===== src/rtl/udp_rx_pix_unpack_if.sv =====
// Bundle between the UDP receiver payload side and the rebuilt raster pixel stream.
// The master drives the receiver words; the slave (the unpacker) drives the pixel side.
interface udp_rx_pix_unpack_if;
  logic        rec_vs;
  logic        rec_en;
  logic [31:0] rec_data;
  logic        rec_pkt_done;
  logic        pix_vld;
  logic [15:0] pix_rgb565;
  logic [23:0] pix_rgb888;
  logic [10:0] pix_col;
  logic [10:0] pix_row;
  logic        frame_start;
  logic        line_end;
  logic        frame_end;
  logic        short_err;
  logic        ovf_err;

  modport master (
    output rec_vs, rec_en, rec_data, rec_pkt_done,
    input  pix_vld, pix_rgb565, pix_rgb888, pix_col, pix_row,
    input  frame_start, line_end, frame_end, short_err, ovf_err
  );

  modport slave (
    input  rec_vs, rec_en, rec_data, rec_pkt_done,
    output pix_vld, pix_rgb565, pix_rgb888, pix_col, pix_row,
    output frame_start, line_end, frame_end, short_err, ovf_err
  );
endinterface


===== src/rtl/udp_rx_pix_unpack.sv =====
// Rebuilds a raster RGB565 pixel stream (two pixels per 32-bit UDP payload word) with
// column/row position, line/frame markers, short-line and overflow flags.
module udp_rx_pix_unpack #(
  parameter int H_PIX      = 480,
  parameter int V_LINES    = 1080,
  parameter int FIFO_DEPTH = 4
) (
  input  logic gmii_rx_clk,
  input  logic rst,
  udp_rx_pix_unpack_if.slave bus
);
  localparam int AW = $clog2(FIFO_DEPTH);
  localparam int CW = AW + 1;
  localparam logic [10:0]   COL_LAST = 11'(H_PIX - 1);
  localparam logic [10:0]   ROW_LAST = 11'(V_LINES - 1);
  localparam logic [CW-1:0] FULL     = CW'(FIFO_DEPTH);

  typedef enum logic [1:0] {WAIT_VS, LINE, DRAIN} state_t;
  state_t state_reg, state_next;

  logic [31:0]   mem [FIFO_DEPTH];
  logic [AW-1:0] wr_ptr_reg, rd_ptr_reg;
  logic [CW-1:0] count_reg;
  logic [15:0]   lo_pix_reg;
  logic          lo_pending_reg;
  logic [10:0]   col_reg, row_reg;

  logic          pix_vld_reg, frame_start_reg, line_end_reg, frame_end_reg;
  logic          short_err_reg, ovf_err_reg;
  logic [15:0]   rgb_reg;
  logic [10:0]   pix_col_reg, pix_row_reg;

  logic          active, pop, emit, emit_ok, push, drop, last_pix, flush, short_line;
  logic [15:0]   emit_pix;

  always_comb begin
    state_next = state_reg;
    flush      = 1'b0;
    short_line = 1'b0;
    active     = (state_reg != WAIT_VS);
    // A pending lower half always goes out before the next word is popped.
    pop        = active && !lo_pending_reg && (count_reg != '0);
    emit       = pop || (active && lo_pending_reg);
    emit_ok    = emit && !bus.rec_vs;
    emit_pix   = lo_pending_reg ? lo_pix_reg : mem[rd_ptr_reg][31:16];
    last_pix   = emit && (col_reg == COL_LAST) && (row_reg == ROW_LAST);
    push       = active && bus.rec_en && ((count_reg != FULL) || pop);
    drop       = active && bus.rec_en && (count_reg == FULL) && !pop;

    if (bus.rec_vs) begin
      state_next = LINE;
      flush      = 1'b1;
    end else if (last_pix) begin
      state_next = WAIT_VS;
      flush      = 1'b1;
    end else begin
      case (state_reg)
        LINE:  if (bus.rec_pkt_done) state_next = DRAIN;
        DRAIN: begin
          if ((count_reg == '0) && !lo_pending_reg) begin
            state_next = LINE;
            if (col_reg != '0) begin
              short_line = 1'b1;
              // A short final line ends the frame without a frame_end marker.
              if (row_reg == ROW_LAST) begin
                state_next = WAIT_VS;
                flush      = 1'b1;
              end
            end
          end
        end
        default: ;
      endcase
    end
  end

  always_ff @(posedge gmii_rx_clk) begin
    if (push && !flush) mem[wr_ptr_reg] <= bus.rec_data;
  end

  always_ff @(posedge gmii_rx_clk) begin
    if (rst) state_reg <= WAIT_VS;
    else     state_reg <= state_next;
  end

  always_ff @(posedge gmii_rx_clk) begin
    if (rst) begin
      wr_ptr_reg      <= '0;
      rd_ptr_reg      <= '0;
      count_reg       <= '0;
      lo_pix_reg      <= '0;
      lo_pending_reg  <= 1'b0;
      col_reg         <= '0;
      row_reg         <= '0;
      pix_vld_reg     <= 1'b0;
      frame_start_reg <= 1'b0;
      line_end_reg    <= 1'b0;
      frame_end_reg   <= 1'b0;
      short_err_reg   <= 1'b0;
      ovf_err_reg     <= 1'b0;
      rgb_reg         <= '0;
      pix_col_reg     <= '0;
      pix_row_reg     <= '0;
    end else begin
      pix_vld_reg     <= emit_ok;
      frame_start_reg <= emit_ok && (col_reg == '0) && (row_reg == '0);
      line_end_reg    <= emit_ok && (col_reg == COL_LAST);
      frame_end_reg   <= emit_ok && last_pix;
      short_err_reg   <= short_line;
      if (emit_ok) begin
        rgb_reg     <= emit_pix;
        pix_col_reg <= col_reg;
        pix_row_reg <= row_reg;
      end

      if (flush) begin
        wr_ptr_reg     <= '0;
        rd_ptr_reg     <= '0;
        count_reg      <= '0;
        lo_pending_reg <= 1'b0;
        col_reg        <= '0;
        row_reg        <= '0;
      end else begin
        wr_ptr_reg <= wr_ptr_reg + AW'(push);
        rd_ptr_reg <= rd_ptr_reg + AW'(pop);
        count_reg  <= count_reg + CW'(push) - CW'(pop);
        if (pop) begin
          lo_pix_reg     <= mem[rd_ptr_reg][15:0];
          lo_pending_reg <= 1'b1;
        end else if (emit) begin
          lo_pending_reg <= 1'b0;
        end
        if (emit) begin
          if (col_reg == COL_LAST) begin
            col_reg <= '0;
            row_reg <= (row_reg == ROW_LAST) ? '0 : row_reg + 11'd1;
          end else begin
            col_reg <= col_reg + 11'd1;
          end
        end else if (short_line) begin
          col_reg <= '0;
          row_reg <= row_reg + 11'd1;
        end
      end

      if (bus.rec_vs)          ovf_err_reg <= 1'b0;
      else if (drop && !flush) ovf_err_reg <= 1'b1;
    end
  end

  assign bus.pix_vld     = pix_vld_reg;
  assign bus.pix_rgb565  = rgb_reg;
  assign bus.pix_rgb888  = {rgb_reg[15:11], 3'b000, rgb_reg[10:5], 2'b00, rgb_reg[4:0], 3'b000};
  assign bus.pix_col     = pix_col_reg;
  assign bus.pix_row     = pix_row_reg;
  assign bus.frame_start = frame_start_reg;
  assign bus.line_end    = line_end_reg;
  assign bus.frame_end   = frame_end_reg;
  assign bus.short_err   = short_err_reg;
  assign bus.ovf_err     = ovf_err_reg;
endmodule

===== src/flat_wrapper.sv =====
// flat-port wrapper written by rule: the top's interface ports become plain ports
module udp_rx_pix_unpack_flat 
#(
  parameter int H_PIX      = 480,
  parameter int V_LINES    = 1080,
  parameter int FIFO_DEPTH = 4
)
  (gmii_rx_clk, rst, bus_rec_vs, bus_rec_en, bus_rec_data, bus_rec_pkt_done, bus_pix_vld, bus_pix_rgb565, bus_pix_rgb888, bus_pix_col, bus_pix_row, bus_frame_start, bus_line_end, bus_frame_end, bus_short_err, bus_ovf_err);
  udp_rx_pix_unpack_if bus_i ();
  input  logic gmii_rx_clk;
  input  logic rst;
  input wire logic [$bits(bus_i.rec_vs)-1:0] bus_rec_vs;
  input wire logic [$bits(bus_i.rec_en)-1:0] bus_rec_en;
  input wire logic [$bits(bus_i.rec_data)-1:0] bus_rec_data;
  input wire logic [$bits(bus_i.rec_pkt_done)-1:0] bus_rec_pkt_done;
  output wire logic [$bits(bus_i.pix_vld)-1:0] bus_pix_vld;
  output wire logic [$bits(bus_i.pix_rgb565)-1:0] bus_pix_rgb565;
  output wire logic [$bits(bus_i.pix_rgb888)-1:0] bus_pix_rgb888;
  output wire logic [$bits(bus_i.pix_col)-1:0] bus_pix_col;
  output wire logic [$bits(bus_i.pix_row)-1:0] bus_pix_row;
  output wire logic [$bits(bus_i.frame_start)-1:0] bus_frame_start;
  output wire logic [$bits(bus_i.line_end)-1:0] bus_line_end;
  output wire logic [$bits(bus_i.frame_end)-1:0] bus_frame_end;
  output wire logic [$bits(bus_i.short_err)-1:0] bus_short_err;
  output wire logic [$bits(bus_i.ovf_err)-1:0] bus_ovf_err;
  assign bus_i.rec_vs = bus_rec_vs;
  assign bus_i.rec_en = bus_rec_en;
  assign bus_i.rec_data = bus_rec_data;
  assign bus_i.rec_pkt_done = bus_rec_pkt_done;
  assign bus_pix_vld = bus_i.pix_vld;
  assign bus_pix_rgb565 = bus_i.pix_rgb565;
  assign bus_pix_rgb888 = bus_i.pix_rgb888;
  assign bus_pix_col = bus_i.pix_col;
  assign bus_pix_row = bus_i.pix_row;
  assign bus_frame_start = bus_i.frame_start;
  assign bus_line_end = bus_i.line_end;
  assign bus_frame_end = bus_i.frame_end;
  assign bus_short_err = bus_i.short_err;
  assign bus_ovf_err = bus_i.ovf_err;
  udp_rx_pix_unpack #(.H_PIX(H_PIX), .V_LINES(V_LINES), .FIFO_DEPTH(FIFO_DEPTH)) u_core (.gmii_rx_clk(gmii_rx_clk), .rst(rst), .bus(bus_i));
endmodule

===== config.mk =====
export PLATFORM = sky130hd
export DESIGN_NAME = udp_rx_pix_unpack_flat
export DESIGN_NICKNAME = d
export VERILOG_FILES = /design/src/rtl/udp_rx_pix_unpack_if.sv /design/src/rtl/udp_rx_pix_unpack.sv /design/src/flat_wrapper.sv
export SDC_FILE = /design/constraint.sdc
export NUM_CORES = 1
export LEC_CHECK = 0
export ABC_CLOCK_PERIOD_IN_PS = 10550
export CORE_MARGIN = 3
export CORE_UTILIZATION = 40
export DETAILED_ROUTE_END_ITERATION = 16
export GPL_TIMING_DRIVEN = 0
export SLEW_MARGIN = 30
export SYNTH_ARGS = -nofsm -noshare
export SYNTH_HDL_FRONTEND = slang
export SYNTH_SLANG_ARGS = --single-unit

===== constraint.sdc =====
create_clock -name gmii_rx_clk -period 10.55 [get_ports gmii_rx_clk]
set_input_delay 1.5825 -clock gmii_rx_clk [delete_from_list [all_inputs] [get_ports gmii_rx_clk]]
set_output_delay 1.5825 -clock gmii_rx_clk [all_outputs]
set_load 0.02 [all_outputs]

==> results.rst, run 1 <==
.. list-table::
   :header-rows: 1

   * - Metric
     - Value
   * - Worst slew margin relative to its limit
     - approximately 44%
   * - Worst hold slack across all endpoints
     - ~0.45 ns
   * - Cell depth of the worst hold path
     - 2
   * - Port Buffers
     - between 90 and 100
   * - Kind of start point of the critical path
     - primary input
   * - Largest stage delay on the critical path
     - roughly 0.59 ns
   * - Number of global-route vias before repair
     - around 5700
   * - Num Clock Sinks
     - 220
   * - Sequential share of the synthesized area
     - between 60% and 70%
   * - Hpwl dp
     - around 13000 um
   * - Final wirelength
     - about 19000 um
   * - Area contributors post-synth
     - edfxtp_1, dfxtp_1, mux4_2
   * - Global-route total usage across every layer
     - 16.0%
   * - Clk root buf
     - clkbuf_16
   * - Flip-flop and latch count after synthesis
     - 220
   * - Flip-flop count of the largest register after layout
     - ~130
   * - Aggregate global routing overflow
     - 0
   * - Quantity of gates resized following cts
     - 0
   * - Final hold vios
     - 0
   * - Reg-to-reg endpoint
     - u_core.mem[0][20]
   * - Number of different library cells in the post-synthesis netlist
     - 49
   * - Grt met3 use
     - under 10%
   * - Storage element area
     - between 5000 and 6000 um2
   * - Worst reg2reg startpoint
     - u_core.col_reg[0]
   * - Power density relative to cell area
     - about 160 nW/um2
   * - Remaining number of nets flagged by the antenna check after routing
     - 0
   * - Maximum Capacitance Violations
     - 0
   * - Main flop type after synthesis
     - edfxtp_1
   * - Cell Chain, Critical Path
     - clkdlybuf4s50_1, o21ai_0, nand2b_1, or4_1, nor2_4, buf_16
   * - Standard-cell rows
     - 53
   * - Final clock skew
     - ~0.014 ns
   * - Area after detailed placement
     - approximately 10000 um2
   * - Clock tree from TritonCTS
     - yes
   * - GRT Max-Usage Layer
     - met2
   * - First-pass GRT wire length
     - around 30000 um
   * - Synthesis warning total
     - 0
   * - Data arrival, critical path
     - 3.85 ns
   * - Overall via count from detail_route
     - between 5000 and 6000
   * - Timing-limited maximum frequency
     - around 280 MHz
   * - Final Max Slew Viols
     - 0
   * - Floorplan Core Area
     - 21300 um2
   * - Hold path start
     - u_core.bus.pix_row[3]
   * - Total Power Consumption
     - around 1.8 mW
   * - DRC violation total after the first TritonRoute iteration
     - between 200 and 300
   * - Drc violations
     - 0
   * - Post-synth EDFFs
     - 128
   * - Most repeated cell in the gate-level netlist after synthesis
     - edfxtp_1
   * - Longest Clk Path Bufs
     - 3
   * - Nature of the critical path endpoint
     - register
   * - Setup total negative slack
     - 0 ns
   * - I/O pin count
     - 105
   * - Count of endpoints failing setup in the final report
     - 0
   * - Leak Pwr
     - about 3.7 nW
   * - Met1 global-route usage
     - a little over a fifth
   * - Top cell type by total area after synthesis
     - edfxtp_1
   * - Post-synthesis instance area
     - around 9000 um2
   * - Filler Cells Inserted
     - 1786
   * - Outcome
     - complete, no violations
   * - Number of standard cells after synthesis
     - 655
   * - Critical setup path kind
     - primary input to register
   * - Buffer count from post-CTS setup fixing
     - 0
   * - Largest net degree at the start of global routing
     - 24
   * - Multi-input logic area
     - 2720 um2
   * - Worst Hold Endpoint
     - u_core.bus.pix_row[3]
   * - Effective utilization at floorplan
     - between 40 and 50%
   * - Average cell area after synthesis
     - ~13 um2
   * - Setup slack on the worst flop-to-flop path
     - ~7.2 ns
   * - Antenna violations before repair
     - 0
   * - Diode count
     - 0
   * - Data required time at the worst endpoint
     - approximately 11 ns
   * - Worst-Margin Slew
     - between 0.8 and 0.9 ns
   * - Most numerous cell types in the synthesized netlist
     - edfxtp_1, dfxtp_1, nor2_1
   * - HP Class
     - register to register
   * - Reg2reg path depth
     - 9
   * - TritonCTS buffer count
     - 24
   * - Cell type of the slowest stage on the worst timing path
     - or4_1
   * - Horizontal die dimension
     - approximately 150 um
   * - Worst-Skew Late Latency
     - about 0.53 ns
   * - Time the worst path needs with I/O delays and setup
     - 3.63 ns
   * - Fraction of final layout cells with drive strength greater than 1
     - roughly 15%
   * - Area of the die
     - 23700 um2
   * - H-tree levels
     - 1
   * - Post-route clock period utilization
     - around a third
   * - Area Overhead vs Synth
     - 25.4%
   * - Placer Congestion
     - roughly 0.87
   * - Final net count
     - 834
   * - Clock-pin slew on the worst setup and hold paths
     - about 0.060 ns
   * - Area share of the largest cell type after synthesis
     - a little over two fifths
   * - Hold buffer count at CTS
     - 0
   * - Worst vdd rail ir drop
     - 125 uV
   * - Total iterations of the first detailed-routing run
     - 4
   * - Share of async-settable or async-resettable flops after synthesis
     - 0%
   * - Post-Layout Inst Area
     - 11000 um2
   * - Met2 track demand over resource
     - between 20% and 30%
   * - DR WL/cell
     - 17.9 um
   * - Vias per cell
     - 5.12
   * - Maximum fanout encountered on the critical timing path
     - 17
   * - Unrepaired setup endpoints after global routing
     - no
   * - Die span in y
     - between 150 and 200 um
-- cell families after synthesis --
| group | after synthesis | share of synthesized area (%) |
|---|---|---|
| other | 1 | 0.0429 |
| multiplexers | 64 | 11.9 |
| AO/OA/AOI/OAI | 91 | 6.45 |
| XOR/XNOR | 6 | 0.601 |
| buffers and inverters | 74 | 4.39 |
| adder cells (fa/ha/maj) | 9 | 1.37 |
| AND/OR/NAND/NOR | 190 | 10.3 |
| flip-flops | 220 | 65.0 |
-- worst max-delay path, delay by kind of cell --
kind | cells | cell delay, ns
AO/OA/AOI/OAI | 1 | 0.15
AND/OR/NAND/NOR | 3 | 1.38
buffers and inverters | 2 | 0.73
-- how the worst max path moves through the flow --
stage | from | slack [ns] | endpoint | cells past startpoint
3_5_place_dp | bus_rec_en | 6.38 | u_core.mem[0][18] | 6
6_report | bus_rec_en | 6.92 | u_core.mem[0][20] | 6
4_1_cts | bus_rec_en | 6.90 | u_core.mem[1][20] | 6
5_1_grt | bus_rec_en | 6.80 | u_core.mem[1][20] | 6
2_1_floorplan | bus_rec_en | 6.44 | u_core.mem[0][0] | 4
3_3_place_gp | bus_rec_en | 4.56 | u_core.mem[1][11] | 5
-- report_power, final --
part	total (mW)	internal, mW	switching (mW)	leakage [nW]
Combinational	0.0520	0.0242	0.0278	1.45
Sequential	0.914	0.911	0.00226	1.89
Clock	0.800	0.474	0.326	0.380
Total	1.77	1.41	0.356	3.72
-- area by class of cell --
cell class	instances	share of cell area [%]
flip-flops and latches	220	51.8
multi-input cells	368	24.8
repair buffers	100	9.62
clock buffers	40	6.66
well taps	275	3.13
plain buffers	60	3.04
inverters	14	0.479
clock inverters	4	0.445
-- placed cells by master, fill, tap and decap left out, types with 3 or more instances in the layout --
cell type / Yosys / routed
nand3b_1: 5 / 5
buf_2: 4 / 4
a311oi_1: 3 / 3
nand2_1: 59 / 59
and2_1: 3 / 3
conb_1: 1 / 8
mux4_2: 32 / 32
a21oi_1: 44 / 44
nor3_1: 8 / 8
clkdlybuf4s50_1: 0 / 96
nor4_1: 4 / 4
a211oi_1: 17 / 17
clkbuf_8: 0 / 7
o21ai_0: 11 / 11
ha_1: 8 / 8
or3_1: 4 / 4
clkbuf_16: 0 / 24
o211a_1: 4 / 4
nand3_1: 11 / 11
inv_1: 14 / 14
and3_2: 1 / 3
and3_1: 10 / 8
a31oi_1: 4 / 4
mux2i_1: 32 / 32
xnor2_1: 5 / 5
clkbuf_1: 29 / 37
nor2_1: 67 / 65
buf_4: 24 / 24
edfxtp_1: 128 / 128
dfxtp_1: 92 / 92
-- metal layers --
metal  up-vias  wire length [um]
met3        27               958
li1       2652                 -
met5         -                 0
met2       140              9690
met1      2720              8320
met4         0               364
-- per-stage QoR --
stage               setup WS (ns)  utilization [%]  cells
floorplan                    6.44                -    662
global placement             4.56             47.4   1033
detailed placement           6.38             47.9   1037
CTS                          6.90             51.5   1081
global route                 6.80             51.6   1081
finish                       6.92             51.6   1081
(Power assumes the default switching activity.)
==> inputs of run 2 (changes only) <==
ABC_CLOCK_PERIOD_IN_PS = 3500   (was 10550)
clock period = 3.5 ns   (was 10.55 ns; I/O delays follow)
==> run 2 against run 1 <==
  * Worst setup slack got worse by 6.4 ns
  * Combinational power increased to 3.1 times the previous value
  * Die area unchanged
  * Total power rose to 3.0 times the previous value
  * Critical path type is now register to register
  * Critical endpoint is now u_core.mem[0][13]
  * Largest power group unchanged
==> results.rst, run 2 (same netlist as run 1, synthesis figures left out) <==
.. list-table::
   :header-rows: 1

   * - Metric
     - Value
   * - Port Buffers
     - 96 (unchanged)
   * - Clk root buf
     - clkbuf_16 (unchanged)
   * - First-pass GRT wire length
     - 30500 um (unchanged)
   * - TritonCTS buffer count
     - 24 (unchanged)
   * - Final Max Slew Viols
     - 0 (unchanged)
   * - Total iterations of the first detailed-routing run
     - 4 (unchanged)
   * - DRC violation total after the first TritonRoute iteration
     - 273 (was 263)
   * - Number of global-route vias before repair
     - 5679 (unchanged)
   * - Highest layer used for signal routing
     - met4 (unchanged)
   * - Data arrival, critical path
     - 3.19 ns (was 3.85 ns)
   * - Horizontal die dimension
     - 154 um (unchanged)
   * - Final hold vios
     - 0 (unchanged)
   * - Worst-Skew Late Latency
     - 0.53 ns (about the same)
   * - DR WL met3
     - 941 um (was 958 um)
   * - Unrepaired setup endpoints after global routing
     - no (unchanged)
   * - Most common cell after layout, fill and taps aside
     - edfxtp_1 (unchanged)
   * - Count of endpoints failing setup in the final report
     - 0 (unchanged)
   * - Vias per cell
     - 5.13 (was 5.12)
   * - Maximum fanout encountered on the critical timing path
     - 16 (was 17)
   * - Leak Pwr
     - 3.74 nW (was 3.72 nW)
   * - Floorplan Core Area
     - 21300 um2 (unchanged)
   * - Routed metal-1 wirelength
     - 8440 um (was 8320 um)
   * - Final wirelength
     - 19500 um (was 19300 um)
   * - Cell Chain, Critical Path
     - ha_1, and4_1, and3_1, clkbuf_1, a22oi_1, nor2_1, or4_1, nor2_4, buf_12 (was clkdlybuf4s50_1, o21ai_0, nand2b_1, or4_1, nor2_4, buf_16)
   * - H-tree levels
     - 1 (unchanged)
   * - Post-Place Setup Slack
     - 0.154 ns (was 6.38 ns)
   * - Global-route total usage across every layer
     - 16.0% (unchanged)
   * - Worst vdd rail ir drop
     - 376 uV (was 125 uV)
   * - Maximum Capacitance Violations
     - 0 (unchanged)
   * - Worst hold slack across all endpoints
     - 0.452 ns (about the same)
   * - Overall via count from detail_route
     - 5565 (was 5539)
   * - Effective utilization at floorplan
     - 41.1% (unchanged)
   * - Data required time at the worst endpoint
     - 3.72 ns (was 10.77 ns)
   * - Hpwl dp
     - 13200 um (unchanged)
   * - Critical setup path kind
     - register to register (was primary input to register)
   * - Worst-Margin Slew
     - 0.841 ns (was 0.838 ns)
   * - Timing-limited maximum frequency
     - roughly 340 MHz
   * - Setup slack on the worst flop-to-flop path
     - 0.54 ns (was 7.20 ns)
   * - Final clock skew
     - 0.0113 ns (was 0.0138 ns)
   * - Antenna violations before repair
     - 0 (unchanged)
   * - I/O pin count
     - 105 (unchanged)
   * - Drc violations
     - 0 (unchanged)
   * - Gate power share
     - 3.0% (was 2.9%)
   * - Largest stage delay on the critical path
     - 0.54 ns (was 0.59 ns)
   * - Power density relative to cell area
     - 484 nW/um2 (was 161 nW/um2)
   * - Reg2reg path depth
     - 9 (unchanged)
   * - Nature of the critical path endpoint
     - register (unchanged)
   * - Standard-cell rows
     - 53 (unchanged)
   * - Clock Power Share
     - 45.3% (about the same)
   * - Crit path capture
     - u_core.mem[0][13] (was u_core.mem[0][20])
   * - Clock-pin slew on the worst setup and hold paths
     - 0.06 ns (about the same)
   * - Worst reg2reg startpoint
     - u_core.col_reg[0] (unchanged)
   * - Post-route clock period utilization
     - ~85%
   * - Routed met2 length
     - 9760 um (was 9690 um)
   * - Cell type of the slowest stage on the worst timing path
     - or4_1 (unchanged)
   * - Share of power burned in registers
     - 51.7% (about the same)
   * - Reg-to-reg endpoint
     - u_core.mem[0][13] (was u_core.mem[0][20])
   * - Largest net degree at the start of global routing
     - 24 (unchanged)
   * - Sw Share
     - 20.2% (about the same)
   * - Setup total negative slack
     - 0 ns (unchanged)
   * - Final net count
     - 837 (was 834)
   * - Final critical-path setup slack
     - 0.535 ns (was 6.92 ns)
   * - Area Overhead vs Synth
     - 26.0% (was 25.4%)
   * - Kind of start point of the critical path
     - register (was primary input)
   * - Outcome
     - complete, no violations (unchanged)
   * - Longest Clk Path Bufs
     - 3 (unchanged)
   * - Worst slew margin relative to its limit
     - 43.9% (was 44.1%)
   * - Internal Pwr Total
     - 4.25 mW (was 1.41 mW)
   * - Clock tree from TritonCTS
     - yes (unchanged)
   * - Num Clock Sinks
     - 220 (unchanged)
   * - Critical Path Source
     - u_core.col_reg[0] (was bus_rec_en)
   * - HP Class
     - register to register (unchanged)
   * - Remaining number of nets flagged by the antenna check after routing
     - 0 (unchanged)
   * - Fraction of final layout cells with drive strength greater than 1
     - 14.8% (was 14.5%)
   * - Area of the die
     - 23700 um2 (unchanged)
   * - Most frequent cells in the layout
     - edfxtp_1, clkdlybuf4s50_1, dfxtp_1 (unchanged)
   * - Time the worst path needs with I/O delays and setup
     - ~3 ns
   * - Net switching power figure
     - 1.08 mW (was 356 uW)
   * - Aggregate global routing overflow
     - 0 (unchanged)
   * - Diode count
     - 0 (unchanged)
   * - Flip-flop count of the largest register after layout
     - 128 (unchanged)
   * - Total Power Consumption
     - 5.33 mW (was 1.77 mW)
   * - Quantity of gates resized following cts
     - 0 (unchanged)
   * - Placer Congestion
     - 0.872 (unchanged)
   * - Die span in y
     - 154 um (unchanged)
   * - DR WL/cell
     - 18.0 um (was 17.9 um)
[run 2: per-layer routing]
layer	vias up	track usage [%]
li1	2653	-
met2	145	28.1
met4	0	3.57
met5	-	0
met3	28	2.76
met1	2739	21.0
[run 2: worst max-delay path: cells and delay by family, from the launching register on]
family / cells / cell delay, ns
and+or+nand+nor: 5 / 1.31
AOI/OAI and AO/OA: 1 / 0.39
DFF: 1 / 0.36
buffers and inverters: 2 / 0.35
adders and majority gates: 1 / 0.26
[run 2: how the worst min path moves through the flow]
stage / start / end / cells past startpoint
after CTS: u_core.bus.pix_row[3] / u_core.bus.pix_row[3] / 2
final: u_core.bus.pix_row[3] / u_core.bus.pix_row[3] / 2
after global placement: u_core.bus.pix_row[0] / u_core.bus.pix_row[0] / 2
after floorplan: u_core.col_reg[8] / u_core.bus.pix_col[8] / 2
after detailed placement: u_core.bus.pix_row[3] / u_core.bus.pix_row[3] / 2
after global routing: u_core.bus.pix_row[2] / u_core.bus.pix_row[2] / 2
[run 2: metrics by stage]
stage	std cells	instance area [um2]	util, %
3_5_place_dp	1037	10200	47.9
2_1_floorplan	662	8780	-
5_1_grt	1084	11000	51.8
6_report	1084	11000	51.8
3_3_place_gp	1033	10100	47.4
4_1_cts	1081	11000	51.5
[run 2: area by class of cell]
type                    instances  area [um2]
clock buffers                  40         731
fillers                      1782       10300
clock inverters                 4        48.8
flip-flops and latches        220        5690
well taps                     275         344
plain buffers                  60         334
multi-input cells             368        2720
inverters                      14        52.6
repair buffers                103        1100
[run 2: power groups by stage]
stage / clock network, mW / registers [mW] / logic, mW
2_1_floorplan: 0 / 2.81 / 0.0689
3_3_place_gp: 0 / 2.81 / 0.149
3_5_place_dp: 0 / 2.81 / 0.158
4_1_cts: 2.47 / 2.75 / 0.158
5_1_grt: 2.59 / 2.75 / 0.173
6_report: 2.42 / 2.75 / 0.159
[run 2: what timing repair did]
action / in CTS / in global routing
setup endpoints to repair: 0 / 32
buffers inserted: 0 / 3
hold buffers: 0 / 0
==> inputs of run 3 (changes only) <==
ABC_CLOCK_PERIOD_IN_PS = 3000   (was 3500)
clock period = 3 ns   (was 3.5 ns; I/O delays follow)
==> run 3 against run 2 <==
  * Non-clock buffer count is 1 higher
  * First-iteration DRC count is 1.1% higher
  * Final cell count about the same
  * Sequential power grew 17%
  * Sequential share of layout area down 0.15 points
  * Global-route usage grew 0.070 points
  * Via count grew 2.1%
  * Hold slack barely moved
  * Sequential cell count unchanged
  * Core utilization increased by 0.15 points
  * Combinational power is 17% higher
  * Highest routed layer unchanged
  * Wire length down 1.3%
==> results.rst, run 3 (same netlist as run 1, synthesis figures left out) <==
.. list-table::
   :header-rows: 1

   * - Metric
     - Value
   * - Area Overhead vs Synth
     - 26.4% (was 26.0%)
   * - Port Buffers
     - 96 (unchanged)
   * - Aggregate global routing overflow
     - 0 (unchanged)
   * - Hold path start
     - u_core.bus.pix_row[3] (unchanged)
   * - Worst Hold Endpoint
     - u_core.bus.pix_row[3] (unchanged)
   * - Post-route clock period utilization
     - 96.4% (was 84.7%)
   * - Internal Pwr Total
     - 5.15 mW (was 4.25 mW)
   * - HP Class
     - register to register (unchanged)
   * - Setup slack on the worst flop-to-flop path
     - 0.11 ns (was 0.54 ns)
   * - Net switching power figure
     - 1.24 mW (was 1.08 mW)
   * - Hold buffer count at CTS
     - 0 (unchanged)
   * - Flip-flop count of the largest register after layout
     - 128 (unchanged)
   * - Final critical-path setup slack
     - 0.107 ns (was 0.535 ns)
   * - Most common cell after layout, fill and taps aside
     - edfxtp_1 (unchanged)
   * - Diode count
     - 0 (unchanged)
   * - Floorplan Core Area
     - 21300 um2 (unchanged)
   * - Power density relative to cell area
     - 578 nW/um2 (was 484 nW/um2)
   * - Num Clock Sinks
     - 220 (unchanged)
   * - Placer Congestion
     - 0.883 (was 0.872)
   * - Worst vdd rail ir drop
     - 396 uV (was 376 uV)
   * - Effective utilization at floorplan
     - 41.1% (unchanged)
   * - Cell type of the slowest stage on the worst timing path
     - or4_1 (unchanged)
   * - Worst-Margin Slew
     - 0.890 ns (was 0.841 ns)
   * - Final Max Slew Viols
     - 0 (unchanged)
   * - Drc violations
     - 0 (unchanged)
   * - Reg2reg path depth
     - 9 (unchanged)
   * - TritonCTS buffer count
     - 23 (was 24)
   * - Gate power share
     - 2.9% (was 3.0%)
   * - Cell Chain, Critical Path
     - ha_1, and4_1, and3_1, clkbuf_1, a22oi_2, nor2_1, or4_1, nor2_4, buf_16 (was ha_1, and4_1, and3_1, clkbuf_1, a22oi_1, nor2_1, or4_1, nor2_4, buf_12)
   * - Nature of the critical path endpoint
     - register (unchanged)
   * - Data arrival, critical path
     - 3.09 ns (was 3.19 ns)
   * - Post-Place Setup Slack
     - -0.289 ns (was 0.154 ns)
   * - Antenna violations before repair
     - 0 (unchanged)
   * - Total iterations of the first detailed-routing run
     - 5 (was 4)
   * - Largest stage delay on the critical path
     - 0.53 ns (was 0.54 ns)
   * - Filler Cells Inserted
     - 1791 (was 1782)
   * - Final net count
     - 837 (unchanged)
   * - Hpwl dp
     - 13400 um (was 13200 um)
   * - Vias per cell
     - 5.25 (was 5.13)
   * - Area of the die
     - 23700 um2 (unchanged)
   * - Clock tree from TritonCTS
     - yes (unchanged)
   * - Maximum fanout encountered on the critical timing path
     - 19 (was 16)
   * - Reg-to-reg endpoint
     - u_core.mem[0][11] (was u_core.mem[0][13])
   * - Clock Power Share
     - 46.8% (was 45.3%)
   * - Count of endpoints failing setup in the final report
     - 0 (unchanged)
   * - Crit-path leading delay family
     - simple AND/OR/NAND/NOR gates (unchanged)
   * - Time the worst path needs with I/O delays and setup
     - 2.89 ns (was 2.96 ns)
   * - Clock-pin slew on the worst setup and hold paths
     - 0.06 ns (about the same)
   * - Kind of start point of the critical path
     - register (unchanged)
   * - Global-route total usage across every layer
     - 16.1% (was 16.0%)
   * - Maximum Capacitance Violations
     - 0 (unchanged)
   * - Longest Clk Path Bufs
     - 3 (unchanged)
   * - Leak Pwr
     - 3.76 nW (was 3.74 nW)
   * - Overall via count from detail_route
     - 5682 (was 5565)
   * - Timing-limited maximum frequency
     - 346 MHz (was 337 MHz)
   * - Area after detailed placement
     - 10200 um2 (unchanged)
   * - Final clock skew
     - 0.0126 ns (was 0.0113 ns)
   * - Data required time at the worst endpoint
     - 3.20 ns (was 3.72 ns)
   * - Critical path buffer and inverter count
     - 2 (unchanged)
   * - Clk root buf
     - clkbuf_16 (unchanged)
   * - DR WL/cell
     - 17.8 um (was 18.0 um)
   * - Critical setup path kind
     - register to register (unchanged)
   * - Most frequent cells in the layout
     - edfxtp_1, clkdlybuf4s50_1, dfxtp_1 (unchanged)
   * - Worst-Skew Late Latency
     - 0.50 ns (was 0.53 ns)
   * - H-tree levels
     - 1 (unchanged)
   * - Outcome
     - complete, no violations (unchanged)
   * - Worst slew margin relative to its limit
     - 40.6% (was 43.9%)
   * - Fraction of final layout cells with drive strength greater than 1
     - 15.6% (was 14.8%)
   * - Remaining number of nets flagged by the antenna check after routing
     - 0 (unchanged)
   * - Share of power burned in registers
     - 50.2% (was 51.7%)
   * - Sw Share
     - 19.4% (was 20.2%)
   * - Number of global-route vias before repair
     - 5908 (was 5679)
   * - Horizontal die dimension
     - 154 um (unchanged)
   * - Standard-cell rows
     - 53 (unchanged)
   * - First-pass GRT wire length
     - 30700 um (was 30500 um)
   * - Post-Layout Inst Area
     - 11100 um2 (was 11000 um2)
   * - Final wirelength
     - 19300 um (was 19500 um)
   * - Worst reg2reg startpoint
     - u_core.col_reg[0] (unchanged)
   * - I/O pin count
     - 105 (unchanged)
   * - Largest net degree at the start of global routing
     - 22 (was 24)
   * - DRC violation total after the first TritonRoute iteration
     - 276 (was 273)
   * - Die span in y
     - 154 um (unchanged)
   * - Final hold vios
     - 0 (unchanged)
   * - Cell depth of the worst hold path
     - 2 (unchanged)
   * - Unrepaired setup endpoints after global routing
     - no (unchanged)
run 3: cell count changes in the layout (fill, tap and decap cells not counted), sizes merged:
cell / change
clkinv: +4
clkbuf: -15
clkinvlp: +4
bufinv: +5
buf: +1
run 3: per-stage QoR:
step | utilization (%) | setup TNS, ns | hold WS [ns] | cells | power (mW)
final | 51.9 | 0 | 0.452 | 1083 | 6.39
after global routing | 51.9 | 0 | 0.482 | 1083 | 6.60
after CTS | 51.9 | 0 | 0.455 | 1083 | 6.46
after detailed placement | 47.9 | -12.49 | 0.447 | 1037 | 3.46
after global placement | 47.4 | -121.69 | 0.447 | 1033 | 3.45
after floorplan | - | -11.73 | 0.458 | 662 | 3.36
run 3: tightest hold or removal path, delay by kind of cell (launching register included):
kind | cells | cell delay, ns
AND/OR/NAND/NOR | 1 | 0.05
flip-flops | 1 | 0.31
AO/OA/AOI/OAI | 1 | 0.05
run 3: how the worst max path moves through the flow:
stage / startpoint / endpoint / slack [ns] / cells past startpoint
after floorplan: u_core.col_reg[0] / u_core.mem[0][0] / -0.18 / 8
after global placement: u_core.col_reg[0] / u_core.mem[1][17] / -1.15 / 8
after detailed placement: u_core.col_reg[0] / u_core.mem[0][12] / -0.29 / 9
after CTS: u_core.col_reg[0] / u_core.mem[0][25] / 0.03 / 9
after global routing: u_core.col_reg[0] / u_core.mem[0][8] / 0.02 / 9
final: u_core.col_reg[0] / u_core.mem[0][11] / 0.11 / 9
run 3: final cells by class:
| cell class | count | area, um2 | area share, % |
|---|---|---|---|
| Timing Repair Buffer | 104 | 1100 | 9.94 |
| Sequential cell | 220 | 5690 | 51.4 |
| Inverter | 14 | 52.6 | 0.475 |
| Multi-Input combinational cell | 368 | 2730 | 24.7 |
| Tap cell | 275 | 344 | 3.11 |
| Clock inverter | 17 | 219 | 1.98 |
| Buffer | 60 | 334 | 3.02 |
| Clock buffer | 25 | 593 | 5.36 |
run 3: metal layers:
layer	up-vias	part of all wire, %	track usage [%]
met5	-	0	0
met4	0	1.9	4.42
met3	38	4.8	2.53
met2	168	51	28.5
met1	2818	42	20.6
li1	2658	-	-
run 3: what timing repair did:
item,CTS,global route
endpoints found under the setup margin,64,106
resized for setup,0,1
buffers inserted,4,0
pin swaps,2,0
run 3: power by group through the flow:
stage	Combinational [mW]	Sequential, mW	Clock, mW
3_3_place_gp	0.173	3.28	0
3_5_place_dp	0.183	3.28	0
6_report	0.186	3.21	3.00
5_1_grt	0.202	3.21	3.18
2_1_floorplan	0.0807	3.28	0
4_1_cts	0.186	3.21	3.06
